[config.mk]
export PLATFORM = sky130hd
export DESIGN_NAME = nibble_deserializer
export DESIGN_NICKNAME = d
export VERILOG_FILES = /design/src/rtl/nibble_deserializer_pkg.sv /design/src/rtl/deser_timeout_ctr.sv /design/src/rtl/nibble_deserializer.sv
export SDC_FILE = /design/constraint.sdc
export NUM_CORES = 1
export LEC_CHECK = 0
export ABC_AREA = 1
export CORE_ASPECT_RATIO = 1.4
export CORE_MARGIN = 5
export CORE_UTILIZATION = 30
export DETAILED_ROUTE_END_ITERATION = 7
export PLACE_DENSITY = 0.55
export REMOVE_ABC_BUFFERS = 1
export SYNTH_ARGS = -nofsm -noshare
export SYNTH_HDL_FRONTEND = slang
export SYNTH_HIERARCHICAL = 1
export SYNTH_SLANG_ARGS = --single-unit
[constraint.sdc]
create_clock -name clk -period 2.21 [get_ports clk]
set_clock_uncertainty 0.15 [all_clocks]
set_input_delay 0.5525 -clock clk [delete_from_list [all_inputs] [get_ports clk]]
set_output_delay 0.5525 -clock clk [all_outputs]
set_load 0.03 [all_outputs]
[src/rtl/nibble_deserializer_pkg.sv]
`default_nettype none
// ============================================================================
// Module  : nibble_deserializer_pkg
// Purpose : Shared definitions for the nibble deserializer: FSM state
//           encodings and the counter-width helper function.
// Revision: 1.0 - initial release
// ============================================================================
package nibble_deserializer_pkg;

    localparam logic [1:0] c_st_idle  = 2'd0;
    localparam logic [1:0] c_st_shift = 2'd1;
    localparam logic [1:0] c_st_full  = 2'd2;

    // Number of bits needed to hold the value itself (i.e. $clog2(value+1)),
    // never less than 1 so a counter for value 0 still has a legal width.
    function automatic int unsigned nd_bits_for(input int unsigned value);
        int unsigned w;
        w = 1;
        while ((w < 32'd32) && ((64'd1 << w) <= 64'(value)))
            w = w + 1;
        return w;
    endfunction

endpackage
`default_nettype wire

[src/rtl/deser_timeout_ctr.sv]
`default_nettype none
// ============================================================================
// Module  : deser_timeout_ctr
// Purpose : Counts idle cycles inside a frame and flags expiry.
// Ports   : clk     - clock
//           rst_n   - asynchronous active-low reset
//           clr     - clear the count (has priority over inc)
//           inc     - one more idle cycle this clock
//           expired - this idle cycle is the TIMEOUT-th one (0 if TIMEOUT==0)
// Revision: 1.0 - initial release
// ============================================================================
module deser_timeout_ctr
    import nibble_deserializer_pkg::*;
#(
    parameter int TIMEOUT = 8
) (
    input  logic clk,
    input  logic rst_n,
    input  logic clr,
    input  logic inc,
    output logic expired
);

    generate
        if (TIMEOUT == 0) begin : g_disabled
            logic w_unused;
            assign w_unused = ^{clk, rst_n, clr, inc};
            assign expired  = 1'b0;
        end else begin : g_enabled
            localparam int unsigned c_cnt_w = nd_bits_for(TIMEOUT);
            localparam logic [c_cnt_w-1:0] c_last = c_cnt_w'(TIMEOUT - 1);
            localparam logic [c_cnt_w-1:0] c_max  = c_cnt_w'(TIMEOUT);

            logic [c_cnt_w-1:0] r_count;

            always_ff @(posedge clk or negedge rst_n) begin
                if (!rst_n) begin
                    r_count <= '0;
                end else if (clr) begin
                    r_count <= '0;
                end else if (inc && (r_count != c_max)) begin
                    r_count <= r_count + 1'b1;
                end
            end

            // Combinational so the FSM can abort on the very edge that
            // samples the TIMEOUT-th idle cycle.
            assign expired = inc && (r_count >= c_last);
        end
    endgenerate

endmodule
`default_nettype wire

[src/rtl/nibble_deserializer.sv]
`default_nettype none
// ============================================================================
// Module  : nibble_deserializer
// Purpose : Collects a framed serial bit stream into a WIDTH-bit word and
//           presents it with a valid/ready handshake. Flags resync, timeout
//           and overrun framing errors as registered one-cycle pulses.
// Ports   : clk, rst_n                        - clock, async active-low reset
//           ser_valid, ser_data, frame_start  - serial input
//           out_valid, out_ready, out_bits    - parallel output handshake
//           err_resync, err_timeout, err_overrun - error pulses
// Revision: 1.0 - initial release
// ============================================================================
module nibble_deserializer
    import nibble_deserializer_pkg::*;
#(
    parameter int WIDTH     = 4,
    parameter bit MSB_FIRST = 1'b1,
    parameter int TIMEOUT   = 8
) (
    input  logic             clk,
    input  logic             rst_n,
    input  logic             ser_valid,
    input  logic             ser_data,
    input  logic             frame_start,
    output logic             out_valid,
    input  logic             out_ready,
    output logic [WIDTH-1:0] out_bits,
    output logic             err_resync,
    output logic             err_timeout,
    output logic             err_overrun
);

    localparam int unsigned        c_cnt_w    = nd_bits_for(WIDTH);
    localparam logic [c_cnt_w-1:0] c_cnt_full = c_cnt_w'(WIDTH);
    localparam logic [c_cnt_w-1:0] c_cnt_one  = c_cnt_w'(1);
    // A one-bit frame is complete as soon as its first bit lands.
    localparam logic [1:0] c_first_state = (WIDTH == 1) ? c_st_full : c_st_shift;

    logic [1:0]         r_state, w_state_nxt;
    logic [WIDTH-1:0]   r_shreg, w_shifted;
    logic [c_cnt_w-1:0] r_cnt, w_cnt_nxt, w_cnt_inc;
    logic               w_load;
    logic               r_err_resync, r_err_timeout, r_err_overrun;
    logic               w_resync_nxt, w_timeout_nxt, w_overrun_nxt;
    logic               w_tmo_clr, w_tmo_inc, w_tmo_expired;

    // Insertion order. Leftover bits from an aborted frame are simply shifted
    // out by the next WIDTH insertions, so the first bit needs no special load.
    generate
        if (WIDTH == 1) begin : g_single
            assign w_shifted = ser_data;
        end else if (MSB_FIRST) begin : g_msb_first
            assign w_shifted = {r_shreg[WIDTH-2:0], ser_data};
        end else begin : g_lsb_first
            assign w_shifted = {ser_data, r_shreg[WIDTH-1:1]};
        end
    endgenerate

    assign w_cnt_inc = r_cnt + 1'b1;

    // Idle cycles only count while a partial frame is open.
    assign w_tmo_inc = (r_state == c_st_shift) && !ser_valid;
    assign w_tmo_clr = (r_state != c_st_shift) || ser_valid;

    deser_timeout_ctr #(
        .TIMEOUT (TIMEOUT)
    ) u_timeout_ctr (
        .clk     (clk),
        .rst_n   (rst_n),
        .clr     (w_tmo_clr),
        .inc     (w_tmo_inc),
        .expired (w_tmo_expired)
    );

    always_comb begin
        w_state_nxt   = r_state;
        w_cnt_nxt     = r_cnt;
        w_load        = 1'b0;
        w_resync_nxt  = 1'b0;
        w_timeout_nxt = 1'b0;
        w_overrun_nxt = 1'b0;
        case (r_state)
            c_st_idle: begin
                // Unframed bits are dropped silently here.
                if (ser_valid && frame_start) begin
                    w_load      = 1'b1;
                    w_cnt_nxt   = c_cnt_one;
                    w_state_nxt = c_first_state;
                end
            end
            c_st_shift: begin
                if (ser_valid) begin
                    w_load = 1'b1;
                    if (frame_start) begin
                        w_cnt_nxt    = c_cnt_one;
                        w_resync_nxt = 1'b1;
                        w_state_nxt  = c_first_state;
                    end else begin
                        w_cnt_nxt = w_cnt_inc;
                        if (w_cnt_inc == c_cnt_full) begin
                            w_state_nxt = c_st_full;
                        end
                    end
                end else if (w_tmo_expired) begin
                    w_cnt_nxt     = '0;
                    w_timeout_nxt = 1'b1;
                    w_state_nxt   = c_st_idle;
                end
            end
            c_st_full: begin
                if (out_ready) begin
                    // Same-cycle transfer and new frame start: no bubble.
                    if (ser_valid && frame_start) begin
                        w_load      = 1'b1;
                        w_cnt_nxt   = c_cnt_one;
                        w_state_nxt = c_first_state;
                    end else begin
                        w_cnt_nxt   = '0;
                        w_state_nxt = c_st_idle;
                    end
                end else if (ser_valid) begin
                    w_overrun_nxt = 1'b1;
                end
            end
            default: begin
                w_cnt_nxt   = '0;
                w_state_nxt = c_st_idle;
            end
        endcase
    end

    always_ff @(posedge clk or negedge rst_n) begin
        if (!rst_n) begin
            r_state       <= c_st_idle;
            r_cnt         <= '0;
            r_shreg       <= '0;
            r_err_resync  <= 1'b0;
            r_err_timeout <= 1'b0;
            r_err_overrun <= 1'b0;
        end else begin
            r_state       <= w_state_nxt;
            r_cnt         <= w_cnt_nxt;
            r_err_resync  <= w_resync_nxt;
            r_err_timeout <= w_timeout_nxt;
            r_err_overrun <= w_overrun_nxt;
            if (w_load) begin
                r_shreg <= w_shifted;
            end
        end
    end

    assign out_valid   = (r_state == c_st_full);
    assign out_bits    = r_shreg;
    assign err_resync  = r_err_resync;
    assign err_timeout = r_err_timeout;
    assign err_overrun = r_err_overrun;

endmodule
`default_nettype wire

[Yosys cells after proc, flatten, opt, wreduce, memory -nomap -nowiden]
Cells that the tools add are included.
Storage, ports and cells
  flip-flop bits (word level): 16
  input bits: 6
  output and inout port bits: 8
  word-level logic and storage cells: 58
Operators by class
  add/sub/neg operators: 2
  magnitude comparators: 1
  eq/ne operators: 9
  muxes and demuxes: 29
  reductions and logical operators: 10
Operators with widths (number)
  3-bit two-way mux: 5
  1-bit two-way mux: 13
  2-bit two-way mux: 6
  3-bit one-hot mux with 3 select lines: 1
  4-bit two-way mux: 2
  2-bit one-hot mux with 3 select lines: 1
  4-bit by 1-bit adder with 4-bit output (second input constant): 1
  4-bit by 3-bit greater-or-equal comparator with 1-bit output (second input constant): 1
  1-bit logical AND: 4
  2-bit by 1-bit != test with 1-bit output (second input constant): 2
  4-bit by 3-bit != test with 1-bit output (second input constant): 1
  4-bit != test (second input constant): 1
  4-bit AND reduction: 1
  3-bit by 1-bit adder with 3-bit output (second input constant): 1
  3-bit equality test (second input constant): 1
  3-bit by 2-bit != test with 1-bit output (second input constant): 1
  1-bit one-hot mux with 3 select lines: 1
  3-bit AND reduction: 1
  2-bit by 1-bit equality test with 1-bit output (second input constant): 1
  2-bit equality test (second input constant): 1
  2-bit zero test: 1
  2-bit != test (second input constant): 1
  2-bit nonzero test: 1
  1-bit zero test: 1
  1-bit logical OR: 1

[Logic depth before layout (Yosys ltp)]
  depth in word-level cells: 6
  depth in mapped cells: 10
  mapped depth without buffers: 10

[By module]
Netlist, hierarchy kept.
By module, submodules not included
  nibble_deserializer: times used 1, cells each 81, area each 621.8 sq um, seq. area each 300.3 sq um
  deser_timeout_ctr: times used 1, cells each 36, area each 259.0 sq um, seq. area each 100.1 sq um

[Worst setup path after synthesis]
Ideal clock, no wire load.
  path type: register to register
  from: register r_state[1]
  to: register r_state[0]
  library setup time: 128 ps
  data arrival time: 1293 ps
  required time: 1932 ps
  path slack: 640 ps
  cell stages (with the launch flop): 10
  buffers on the path: 0
  period minus slack after synthesis: 1570 ps
  cell sequence: dfrtp_1 -> inv_1 -> nand2_1 -> nor2_1 -> a21boi_0 -> inv_1 -> nand2_1 -> nor2_1 -> a21oi_1 -> o21ai_0
On the way
  longest elaborated chain between the ends: 5
  elaborated cells between the ends (all ways): 11
  those cells by class: 6 x eq/ne; 1 x mux; 4 x reduce/logical
RTL lines
  from (decl): line nibble_deserializer.sv:39  | logic [1:0] r_state, w_state_nxt;
  from (signal assigned): line nibble_deserializer.sv:134  | r_state <= c_st_idle;
  from (signal assigned): line nibble_deserializer.sv:141  | r_state <= w_state_nxt;
  2-bit by 1-bit equality test with 1-bit output: line nibble_deserializer.sv:62  | assign w_tmo_inc = (r_state == c_st_shift) && !ser_valid;
  1-bit logical AND: line nibble_deserializer.sv:62
  via w_tmo_inc: line nibble_deserializer.sv:45  | logic w_tmo_clr, w_tmo_inc, w_tmo_expired;
  1-bit logical AND: line deser_timeout_ctr.sv:48  | assign expired = inc && (r_count >= c_last);
  via w_tmo_expired: line nibble_deserializer.sv:45
  3-bit by 2-bit != test with 1-bit output (no line)
  4-bit AND reduction (no line)
The timed path passes the listed nets, and every way through them passes these cells.
A chain may end at the register's enable or synchronous reset.

[Final worst setup path]
  from: register r_shreg[2] (netlist: out_bits[2])
  to: output out_bits[2]
RTL lines
  from (decl): line nibble_deserializer.sv:40  | logic [WIDTH-1:0] r_shreg, w_shifted;
  from (signal assigned): line nibble_deserializer.sv:147  | r_shreg <= w_shifted;
  to (decl): line nibble_deserializer.sv:27  | output logic [WIDTH-1:0] out_bits,
No word-level cell between the ends.

==> flow_summary.ini <==
[timing]
relSlewSlack_pct = 78.5
max_freq_mhz = 498
tns_ns = 0
setup_viol_count_final = 0
tightest_slew_ns = 0.321
final_hold_viol_count = 0
rsz0062_at_grt = no
post-route-period-util_pct = 90.9
fin_crit_ns = 2.01
report.final.slew_viol_count = 0

[route]
drc = 0
drt_first_iter_violations = 13
ant_nets = 0
wl_per_cell_um = 10.7
vias_per_cell = 4.53
wirelength_um = 1860
vias = 789
dr.pass1.iters = 4

[floorplanning]
ios = 14
core_um2 = 2850
dieArea_um2 = 4140
row_count = 23
fp.dieW_um = 55.8
die_h_um = 74.1
start_util_pct = 30.9

[critical_path]
end_kind = primary output
rr_endpoint = r_state[0]
arrival_ns = 1.31
slowest_stage = clkdlybuf4s50_1
critical_path.max_fanout = 3
crit_type = reg -> out
r2r-start = r_state[1]
critical_path.top_delay_family = buffers and inverters
cp-start-kind = flop
reg2reg_slack_ns = 0.54
critPathBufInv = 1
cpPeakStageDelay_ns = 0.69
r2r_cells = 9
path_cells = clkdlybuf4s50_1
cp.required_ns = 1.51

[cells_and_area]
drive_gt1_share_pct = 12.4
fillers = 302
diodes = 0
nNetsFinal = 148
final_util_pct = 39.8
area_growth_pct = 28.7

[synth]
synthCells = 117
synth_compound_area_share_pct = 4.26
postSynthAreaPerCell_um2 = 7.53
synth_xor_area_share_pct = 0
synth_top_family_by_area = simple AND/OR/NAND/NOR gates
muxShareOfSynthArea_pct = 0
yosys.area.top_type = dfrtp_1
yosys.area_share.adder_pct = 5.68
yosys.area_share.simple_pct = 36.9
yosys-top-cells-area = dfrtp_1, nand2_1, inv_1
ys_types = 16
ys_warn_count = 6
yosysSeqAreaShare_pct = 45.5
synth-seq-cells = 16
synth_area_um2 = 881
yosysTopAreaCellShare_pct = 45.5

[clock_tree]
clk_pin_slew_worst_paths_ns = 0.06
cts_buffers = 3
numClockSinks = 16
htreeDepth = 1
tritoncts = yes
cts_max_path_buffers = 2
root_buffer = clkbuf_8
clk_latency_ns = 0.24
cts_setup_buffers = 0

[global_route]
grt_pass1_wl_um = 3320
antenna_found_initial = 0
overflow = 0
grt_max_degree = 17
grt_pass1_vias = 793
grt.total_usage_pct = 10.3

[min_path]
holdCritStartpoint = out_bits[1]
min_to = out_bits[2]
holdCritPathClass = reg -> reg
hold_depth = 2

[power]
power_density_nw_per_um2 = 1070
ir_drop_mv = 0.472
p_leak_nw = 0.583

[place]
io_buffer_count = 13
dp_hpwl_um = 1490
gp_congestion = 0.702

[status]
outcome = completed

[run]
drv_cap = 0
[synth_stat cells]
cell      instances
ha_1              4
nand3_2           2
nor2_2            2
a21oi_1           1
o21ai_1           1
inv_2             2
a21boi_0          1
nand3_1           9
nand4_1           5
o21ai_0           4
dfrtp_1          16
nor2_1           11
inv_1            16
nand2_1          38
nor3b_1           1
nand2_2           4
[how the worst max path moves through the flow]
| stage | from | end | slack (ns) | cells after the start |
|---|---|---|---|---|
| 6_report | out_bits[2] | out_bits[2] | 0.20 | 1 |
| 2_1_floorplan | r_state[1] | r_state[0] | 0.64 | 9 |
| 5_1_grt | r_state[1] | out_valid | 0.15 | 3 |
| 3_5_place_dp | ser_valid | r_state[0] | 0.21 | 8 |
| 3_3_place_gp | ser_valid | r_state[0] | 0.22 | 8 |
| 4_1_cts | out_bits[2] | out_bits[2] | 0.18 | 1 |
[where the power goes]
group	leakage (nW)	switching, mW	internal, mW
combinational	0.343	0.307	0.192
sequential	0.211	0.0754	0.379
clock	0.0288	0.0970	0.158
[cells in the final DEF, fill, tap and decap left out, types with 3 or more instances in the layout]
master	Yosys	layout
nand2_1	38	38
inv_1	16	16
dfrtp_1	16	16
clkdlybuf4s50_1	0	12
nor2_1	11	11
nand3_1	9	9
nand4_1	5	5
nand2_2	4	4
o21ai_0	4	4
ha_1	4	4
clkbuf_8	0	4
buf_4	0	3
[cell type report]
cell class              instances  area, um^2  share of cell area (%)
clock buffers                   4        55.1                    4.86
inverters                      18        67.6                    5.96
well taps                      37        46.3                    4.08
flip-flops and latches         16         400                    35.3
multi-input cells              83         413                    36.4
repair buffers                 16         151                    13.4
[layer usage]
layer / track usage, % / routed length, um / up-vias
met4: 6.49 / 25 / 0
met1: 10.7 / 808 / 364
li1: - / - / 407
met3: 2.95 / 100 / 2
met2: 18.4 / 926 / 16
met5: 0 / 0 / -
[logic make-up after synthesis]
group / Yosys count
AOI/OAI and AO/OA: 7
adders and majority gates: 4
and+or+nand+nor: 72
DFF: 16
buffers and inverters: 18
[through the flow]
| stage | hold WS [ns] | area (um^2) | worst slack [ns] | total power [mW] | std cells |
|---|---|---|---|---|---|
| after floorplan | 0.107 | 881 | 0.640 | 0.787 | 117 |
| after global placement | 0.337 | 1080 | 0.219 | 0.954 | 170 |
| after detailed placement | 0.348 | 1080 | 0.211 | 0.964 | 170 |
| after CTS | 0.362 | 1130 | 0.185 | 1.23 | 174 |
| after global routing | 0.393 | 1130 | 0.150 | 1.32 | 174 |
| final | 0.361 | 1130 | 0.202 | 1.21 | 174 |
[sequential cells by signal, summed over array words and instances, names as in the netlist]
signal,flops
err_timeout,1
r_state,2
u_timeout_ctr/g_enabled.r_count,4
err_resync,1
err_overrun,1
r_cnt,3
out_bits,4
[repair_timing]
action                                  4_1_cts  5_1_grt
hold buffers                                  0        0
endpoints found under the setup margin        1        0
gates resized for setup                       1        0
Power figures use the tool's default switching activity.
